<file path="config.mk">
export PLATFORM = sky130hd
export DESIGN_NAME = cla_nl_combine
export DESIGN_NICKNAME = d
export VERILOG_FILES = /design/src/rtl/cla_pkg.sv /design/src/rtl/cla_group_or.sv /design/src/rtl/cla_nl_combine.sv
export SDC_FILE = /design/constraint.sdc
export NUM_CORES = 1
export LEC_CHECK = 0
export CORE_AREA = 2 2 59 61
export CTS_BUF_LIST = sky130_fd_sc_hd__clkbuf_16
export DETAILED_ROUTE_END_ITERATION = 10
export DIE_AREA = 0 0 61 63
export PLACE_DENSITY = 0.77
export SLEW_MARGIN = 0
export SYNTH_ARGS = -nofsm -noshare
export SYNTH_HDL_FRONTEND = slang
export SYNTH_HIERARCHICAL = 1
export SYNTH_SLANG_ARGS = --single-unit
</file>
<file path="constraint.sdc">
create_clock -name clk -period 1.6 [get_ports clk]
set_input_delay 0.32 -clock clk [delete_from_list [all_inputs] [get_ports clk]]
set_output_delay 0.32 -clock clk [all_outputs]
set_load 0.01 [all_outputs]
</file>
<file path="src/rtl/cla_pkg.sv">
// rtl/cla_pkg.sv - shared term-group layout for the non-linear carry generator and combiner
package cla_pkg;

    function automatic int grp_sz(input int j);
        return (1 << (j + 2)) - 1;
    endfunction

    function automatic int grp_off(input int j);
        return (1 << (j + 2)) - 4 - j;
    endfunction

    function automatic int nnl_count(input int nbit);
        return (1 << (nbit + 2)) - 4 - nbit;
    endfunction

endpackage

</file>
<file path="src/rtl/cla_group_or.sv">
// rtl/cla_group_or.sv - OR-reduces one term group into the carry out of bit J
module cla_group_or
    import cla_pkg::*;
#(
    parameter int J = 0
) (
    input  logic [grp_sz(J)-1:0] n_slice,
    output logic                 carry
);

    assign carry = |n_slice;

endmodule

</file>
<file path="src/rtl/cla_nl_combine.sv">
// rtl/cla_nl_combine.sv - two-stage carry-lookahead combiner from product terms
// Optional reference-adder self-check enabled by defining CLA_SELFCHECK_EN.
module cla_nl_combine
    import cla_pkg::*;
#(
    parameter int NBIT = 4
) (
    input  logic                         clk,
    input  logic                         rst,
    input  logic                         in_valid,
    output logic                         in_ready,
    input  logic [NBIT-1:0]              a,
    input  logic [NBIT-1:0]              b,
    input  logic                         c,
    input  logic [nnl_count(NBIT)-1:0]   n,
    output logic                         out_valid,
    input  logic                         out_ready,
    output logic [NBIT-1:0]              s,
    output logic                         cout,
    output logic                         err
);

    localparam int NNL = nnl_count(NBIT);

    logic [NBIT:0]   carry;
    logic            s1_valid;
    logic [NBIT:0]   s1_carry;
    logic [NBIT-1:0] s1_a;
    logic [NBIT-1:0] s1_b;
    logic            s1_adv;
    logic            s2_adv;

    assign carry[0] = c;

    for (genvar j = 0; j < NBIT; j++) begin : g_grp
        cla_group_or #(.J(j)) u_or (
            .n_slice (n[grp_off(j) +: grp_sz(j)]),
            .carry   (carry[j+1])
        );
    end

    // A stage may load whenever its current content leaves or it holds nothing.
    assign s2_adv   = !out_valid || out_ready;
    assign s1_adv   = !s1_valid || s2_adv;
    assign in_ready = s1_adv;

    always_ff @(posedge clk or posedge rst) begin
        if (rst) begin
            s1_valid <= 1'b0;
            s1_carry <= '0;
            s1_a     <= '0;
            s1_b     <= '0;
        end else if (s1_adv) begin
            s1_valid <= in_valid;
            if (in_valid) begin
                s1_carry <= carry;
                s1_a     <= a;
                s1_b     <= b;
            end
        end
    end

    always_ff @(posedge clk or posedge rst) begin
        if (rst) begin
            out_valid <= 1'b0;
            s         <= '0;
            cout      <= 1'b0;
        end else if (s2_adv) begin
            out_valid <= s1_valid;
            if (s1_valid) begin
                s    <= s1_a ^ s1_b ^ s1_carry[NBIT-1:0];
                cout <= s1_carry[NBIT];
            end
        end
    end

`ifdef CLA_SELFCHECK_EN
    logic [NBIT:0] s1_ref;
    logic [NBIT:0] s2_ref;
    logic          err_q;

    always_ff @(posedge clk or posedge rst) begin
        if (rst) begin
            s1_ref <= '0;
        end else if (s1_adv && in_valid) begin
            s1_ref <= {1'b0, a} + {1'b0, b} + {{NBIT{1'b0}}, c};
        end
    end

    always_ff @(posedge clk or posedge rst) begin
        if (rst) begin
            s2_ref <= '0;
        end else if (s2_adv && s1_valid) begin
            s2_ref <= s1_ref;
        end
    end

    // Judged only when a result is actually handed downstream; sticky until reset.
    always_ff @(posedge clk or posedge rst) begin
        if (rst) begin
            err_q <= 1'b0;
        end else if (out_valid && out_ready && (s2_ref != {cout, s})) begin
            err_q <= 1'b1;
        end
    end

    assign err = err_q;
`else
    assign err = 1'b0;
`endif

endmodule

</file>
[After elaboration in Yosys (flattened, before gate mapping)]
Cells that the tools add are included.
Storage, ports and cells
  output and inout bits: 8
  register bits: 20
  word-level logic and storage cells: 19
  input port bits: 69
Cells by class
  reduce and logical (&&, ||, !) cells: 10
  bitwise logic cells: 2
Operators with widths (number)
  31-bit OR reduction: 1
  15-bit OR reduction: 1
  4-bit bitwise XOR: 2
  7-bit OR reduction: 1
  2-bit AND reduction: 2
  3-bit OR reduction: 1
  1-bit zero test: 2
  1-bit logical OR: 2

[Depth between registers and ports, before layout]
  depth after elaboration: 4
  mapped depth: 4
  gate-level depth less buffers: 4

[Hierarchy]
Netlist, hierarchy kept.
By module, submodules not included
  cla_nl_combine: sequential area each 500.5 sq um, cells each 56, times used 1, area each 848.3 sq um
  cla_group_or at g_grp[3].u_or: sequential area each 0.0 sq um, cells each 10, times used 1, area each 72.6 sq um
  cla_group_or at g_grp[2].u_or: sequential area each 0.0 sq um, cells each 5, times used 1, area each 30.0 sq um
  cla_group_or at g_grp[1].u_or: sequential area each 0.0 sq um, cells each 3, times used 1, area each 15.0 sq um
  cla_group_or at g_grp[0].u_or: sequential area each 0.0 sq um, cells each 1, times used 1, area each 6.3 sq um

[Worst setup path after synthesis]
Ideal clock, no wire load.
  path kind: input to register
  start: input port n[45]
  end: register s1_carry[4]
  setup time: 0.125 ns
  slack: 0.140 ns
  arrival time: 1.335 ns
  data required time: 1.475 ns
  stages on the path: 4
  buffers on the path: 0
  cell sequence: or4_1 -> nor4_2 -> nand4_1 -> mux2_2
On the way
  word-level cells in the longest chain between the ends: 1
RTL lines
  start, declared: RTL line cla_nl_combine.sv:15  | input logic [nnl_count(NBIT)-1:0] n,
  31-bit OR reduction: RTL line cla_group_or.sv:11  | assign carry = |n_slice;
  net carry[4]: RTL line cla_nl_combine.sv:25  | logic [NBIT:0] carry;
  end signal, assigned: RTL line cla_nl_combine.sv:56  | s1_carry <= carry;
  end, declared: RTL line cla_nl_combine.sv:27  | logic [NBIT:0] s1_carry;
The timed path passes the listed nets, and every way through them passes these cells.
A chain may end at the register's enable or synchronous reset.

[Worst setup path after layout]
  start: input port out_ready
  end: output port in_ready
On the way
  word-level cells in the longest chain between the ends: 2
RTL lines
  start, declared: RTL line cla_nl_combine.sv:17  | input logic out_ready,
  1-bit logical OR: RTL line cla_nl_combine.sv:43  | assign s2_adv = !out_valid || out_ready;
  1-bit logical OR: RTL line cla_nl_combine.sv:44  | assign s1_adv = !s1_valid || s2_adv;
  end, declared: RTL line cla_nl_combine.sv:11  | output logic in_ready,
No other way between the ends.

==> metrics.md <==
| Metric | Value |
|---|---|
| CP max FO | 2 |
| Worst hold slack | 0.4031 ns |
| Period utilization | 0.9571 |
| Clock latency on the worst-skew pair | between 0.2 and 0.3 ns |
| Die H | 63 um |
| Root Driver | clkbuf_16 |
| Placed Area | around 0.0018 sq mm |
| Setup crit end | in_ready |
| Residual DRC | 0 |
| Syn. warnings | 6 |
| Final setup vio count | 0 |
| Synthesized area | around 1000 sq um |
| Setup Buffers After CTS | 0 |
| Antenna violations before repair | 0 |
| TritonCTS buffer count | 3 |
| Placed cells | 199 |
| Die X | 61 um |
| DRT iter0 DRCs | 2 |
| H-tree lvl count | 1 |
| R2R cell count | 5 |
| Initial Utilization | 0.3008 |
| P_sw | 0.0003618 W |
| Port buffer count | 75 |
| Critical Path RT | ~1.3 ns |
| Maximum vdd drop | 0.3895 mV |
| Vias per Instance | 4.559 |
| Critical path class | input pin to primary output |
| Vias | 921 |
| F_max | 653.0 MHz |
| Avg Cell Area, Syn | 12.96 sq um |
| Maxcap violations | 0 |
| IO Count | 77 |
| Worst Clk Skew | between 0.001 and 0.0015 ns |
| # rows | 21 |
| P_leak | 0.7267 nW |
| CP startpoint | out_ready |
| Cell Pwr Density | 869.6 mW/mm^2 |
| Critical Path End Type | primary output |
| Detailed Route WL | ~2.5 mm |
| R2R setup slack | 0.29 ns |
| Data arrival, critical path | between 1 and 1.5 ns |
| Die footprint | 0.003843 sq mm |
| Layout cell share with drive strength beyond 1 | 0.1859 |
| DR pass1 iterations | 4 |
| Sequential share of the synthesized area | 0.5148 |
| Largest net degree at the start of global routing | 21 |
| Final HPWL DP | 2.214 mm |
| Final Hold Vio Count | 0 |
| CP Launch Type | input pin |
| First-pass GRT wire length | 4.071 mm |
| Mapped Cells | 75 |
| FF-to-FF End | s1_carry[0] |
| Total grt overflow | 0 |
| Layout net count | 227 |
| Power share of the combinational group | 0.307 |
| CTS max path bufs | 2 |
| #FFs+latches synth | 20 |
| Final Max Tran Viols | 0 |
| Count of cell types in the netlist | 20 |
| GP Congestion | around 0.72 |
| Power share of the clock group | 0.301 |
| Core box area | 0.003232 sq mm |
| Sink Count | 20 |
| Min-delay worst type | input pin to async pin |
| Wirelength per Cell | 12.55 um |
| Seq pwr share | 0.392 |
| Pint | around 0.0013 W |
| Status | complete, no violations |
| Tmin final | 1.531 ns |
| Inserted Diodes | 0 |
| Worst R2R Start | out_valid |
| Clk slew on worst S/H paths | 0.05 ns |
| CTS tree | built |
| Net count after synthesis | 144 |
| GRT Util Overall | 0.1436 |
| Vias in the first global route | 988 |
| Post-route cell area | ~0.0019 sq mm |
| Antenna Nets Post-Route | 0 |
| RSZ-0062 raised after global routing | false |
| Non-Filler Instances | approximately 200 |
| Area Overhead vs Synth | 94.08% |
| Sw Share | 0.2205 |
[state kept, by name, indices dropped and copies added, names as in the netlist]
signal,flops
cout,1
s,4
s1_valid,1
out_valid,1
s1_carry,5
s1_a,4
s1_b,4
[per-stage QoR]
stage	total power, W	TNS, ns	util	setup WS (ns)
floorplan	0.0008465	0	-	0.1401
global placement	0.001152	-1.817	0.5606	-0.2970
detailed placement	0.001172	-2.415	0.5606	-0.3549
CTS	0.001671	0	0.5830	0.02566
global route	0.001735	0	0.5838	0.03734
finish	0.001641	0	0.5838	0.06861
[power groups by stage]
stage	clock network [W]	registers [W]	logic, W
finish	0.000493	0.000643	0.000504
global placement	0	0.000649	0.000504
detailed placement	0	0.000654	0.000519
floorplan	0	0.000669	0.000177
CTS	0.000512	0.000645	0.000515
global route	0.000533	0.000658	0.000544
[worst min-delay path by stage]
stage	end	slack [ns]	depth (start not counted)
detailed placement	s1_carry[4]	0.49	1
finish	out_valid	0.40	3
CTS	out_valid	0.41	3
global route	out_valid	0.43	3
floorplan	cout	0.28	1
global placement	s[1]	0.49	1
[layer usage]
| layer | vias up | part of all wire | global-route usage |
|---|---|---|---|
| met3 | 2 | 0.13 | 0.04969 |
| li1 | 440 | - | - |
| met4 | 0 | 0.0075 | 0.04891 |
| met2 | 61 | 0.54 | 0.2715 |
| met1 | 418 | 0.32 | 0.1360 |
| met5 | - | 0 | 0 |
[Yosys cell counts]
| cell | instances | share of area |
|---|---|---|
| nand2b_1 | 1 | 0.0064 |
| buf_4 | 1 | 0.0077 |
| o21ai_1 | 1 | 0.0051 |
| nand4_1 | 2 | 0.013 |
| or4_1 | 1 | 0.0077 |
| nand3b_4 | 1 | 0.021 |
| buf_6 | 1 | 0.012 |
| or3_1 | 1 | 0.0064 |
| xnor2_1 | 8 | 0.072 |
| conb_1 | 1 | 0.0039 |
| nand2_1 | 1 | 0.0039 |
| nor3_1 | 2 | 0.010 |
| dfrtp_1 | 20 | 0.51 |
| inv_1 | 2 | 0.0077 |
| o21bai_1 | 1 | 0.0077 |
| nor4_1 | 10 | 0.064 |
| nand2_2 | 1 | 0.0064 |
| mux2_2 | 18 | 0.21 |
| and4_1 | 1 | 0.0090 |
| nor4_2 | 1 | 0.013 |
[cell type report]
class,count,area (sq um)
inverters,2,7.507
multi-input cells,51,449.2
repair buffers,80,797.0
fillers,272,1345
clock buffers,3,75.07
well taps,46,57.56
flip-flops and latches,20,500.5
[critical path: stages]
cell             delay, ns
clkdlybuf4s50_1       0.49
nand3b_4              0.14
dlygate4sd2_1         0.26
[cell usage in the layout, fill, tap and decap left out, drive strengths merged]
| master | n |
|---|---|
| inv | 2 |
| or3 | 1 |
| dlygate4sd2 | 5 |
| and4 | 1 |
| buf | 5 |
| dfrtp | 20 |
| o21bai | 1 |
| conb | 1 |
| clkbuf | 3 |
| nor3 | 2 |
| nand4 | 2 |
| mux2 | 18 |
| clkdlybuf4s50 | 69 |
| nor4 | 11 |
| nand2b | 1 |
| or4 | 1 |
| nand3b | 1 |
| dlymetal6s2s | 1 |
| nand2 | 2 |
| o21ai | 1 |
| xnor2 | 8 |
[logic make-up (layout without fill, tap and decap cells)]
kind of cell | count (synthesis) | in the layout | share of synthesized area
DFF | 20 | 20 | 0.5148
AOI/OAI and AO/OA | 2 | 2 | 0.01287
other | 1 | 1 | 0.003857
and+or+nand+nor | 22 | 22 | 0.1609
buffers and inverters | 4 | 85 | 0.02703
muxes | 18 | 18 | 0.2085
xor gates and xnor gates | 8 | 8 | 0.07207
[timing repair]
item / 4_1_cts / 5_1_grt
gates resized for setup: 6 / 1
hold buffers: 0 / 0
setup endpoints to repair: 2 / 2
pin swaps: 3 / 2
Note: power is estimated with default switching activity, not from simulation.
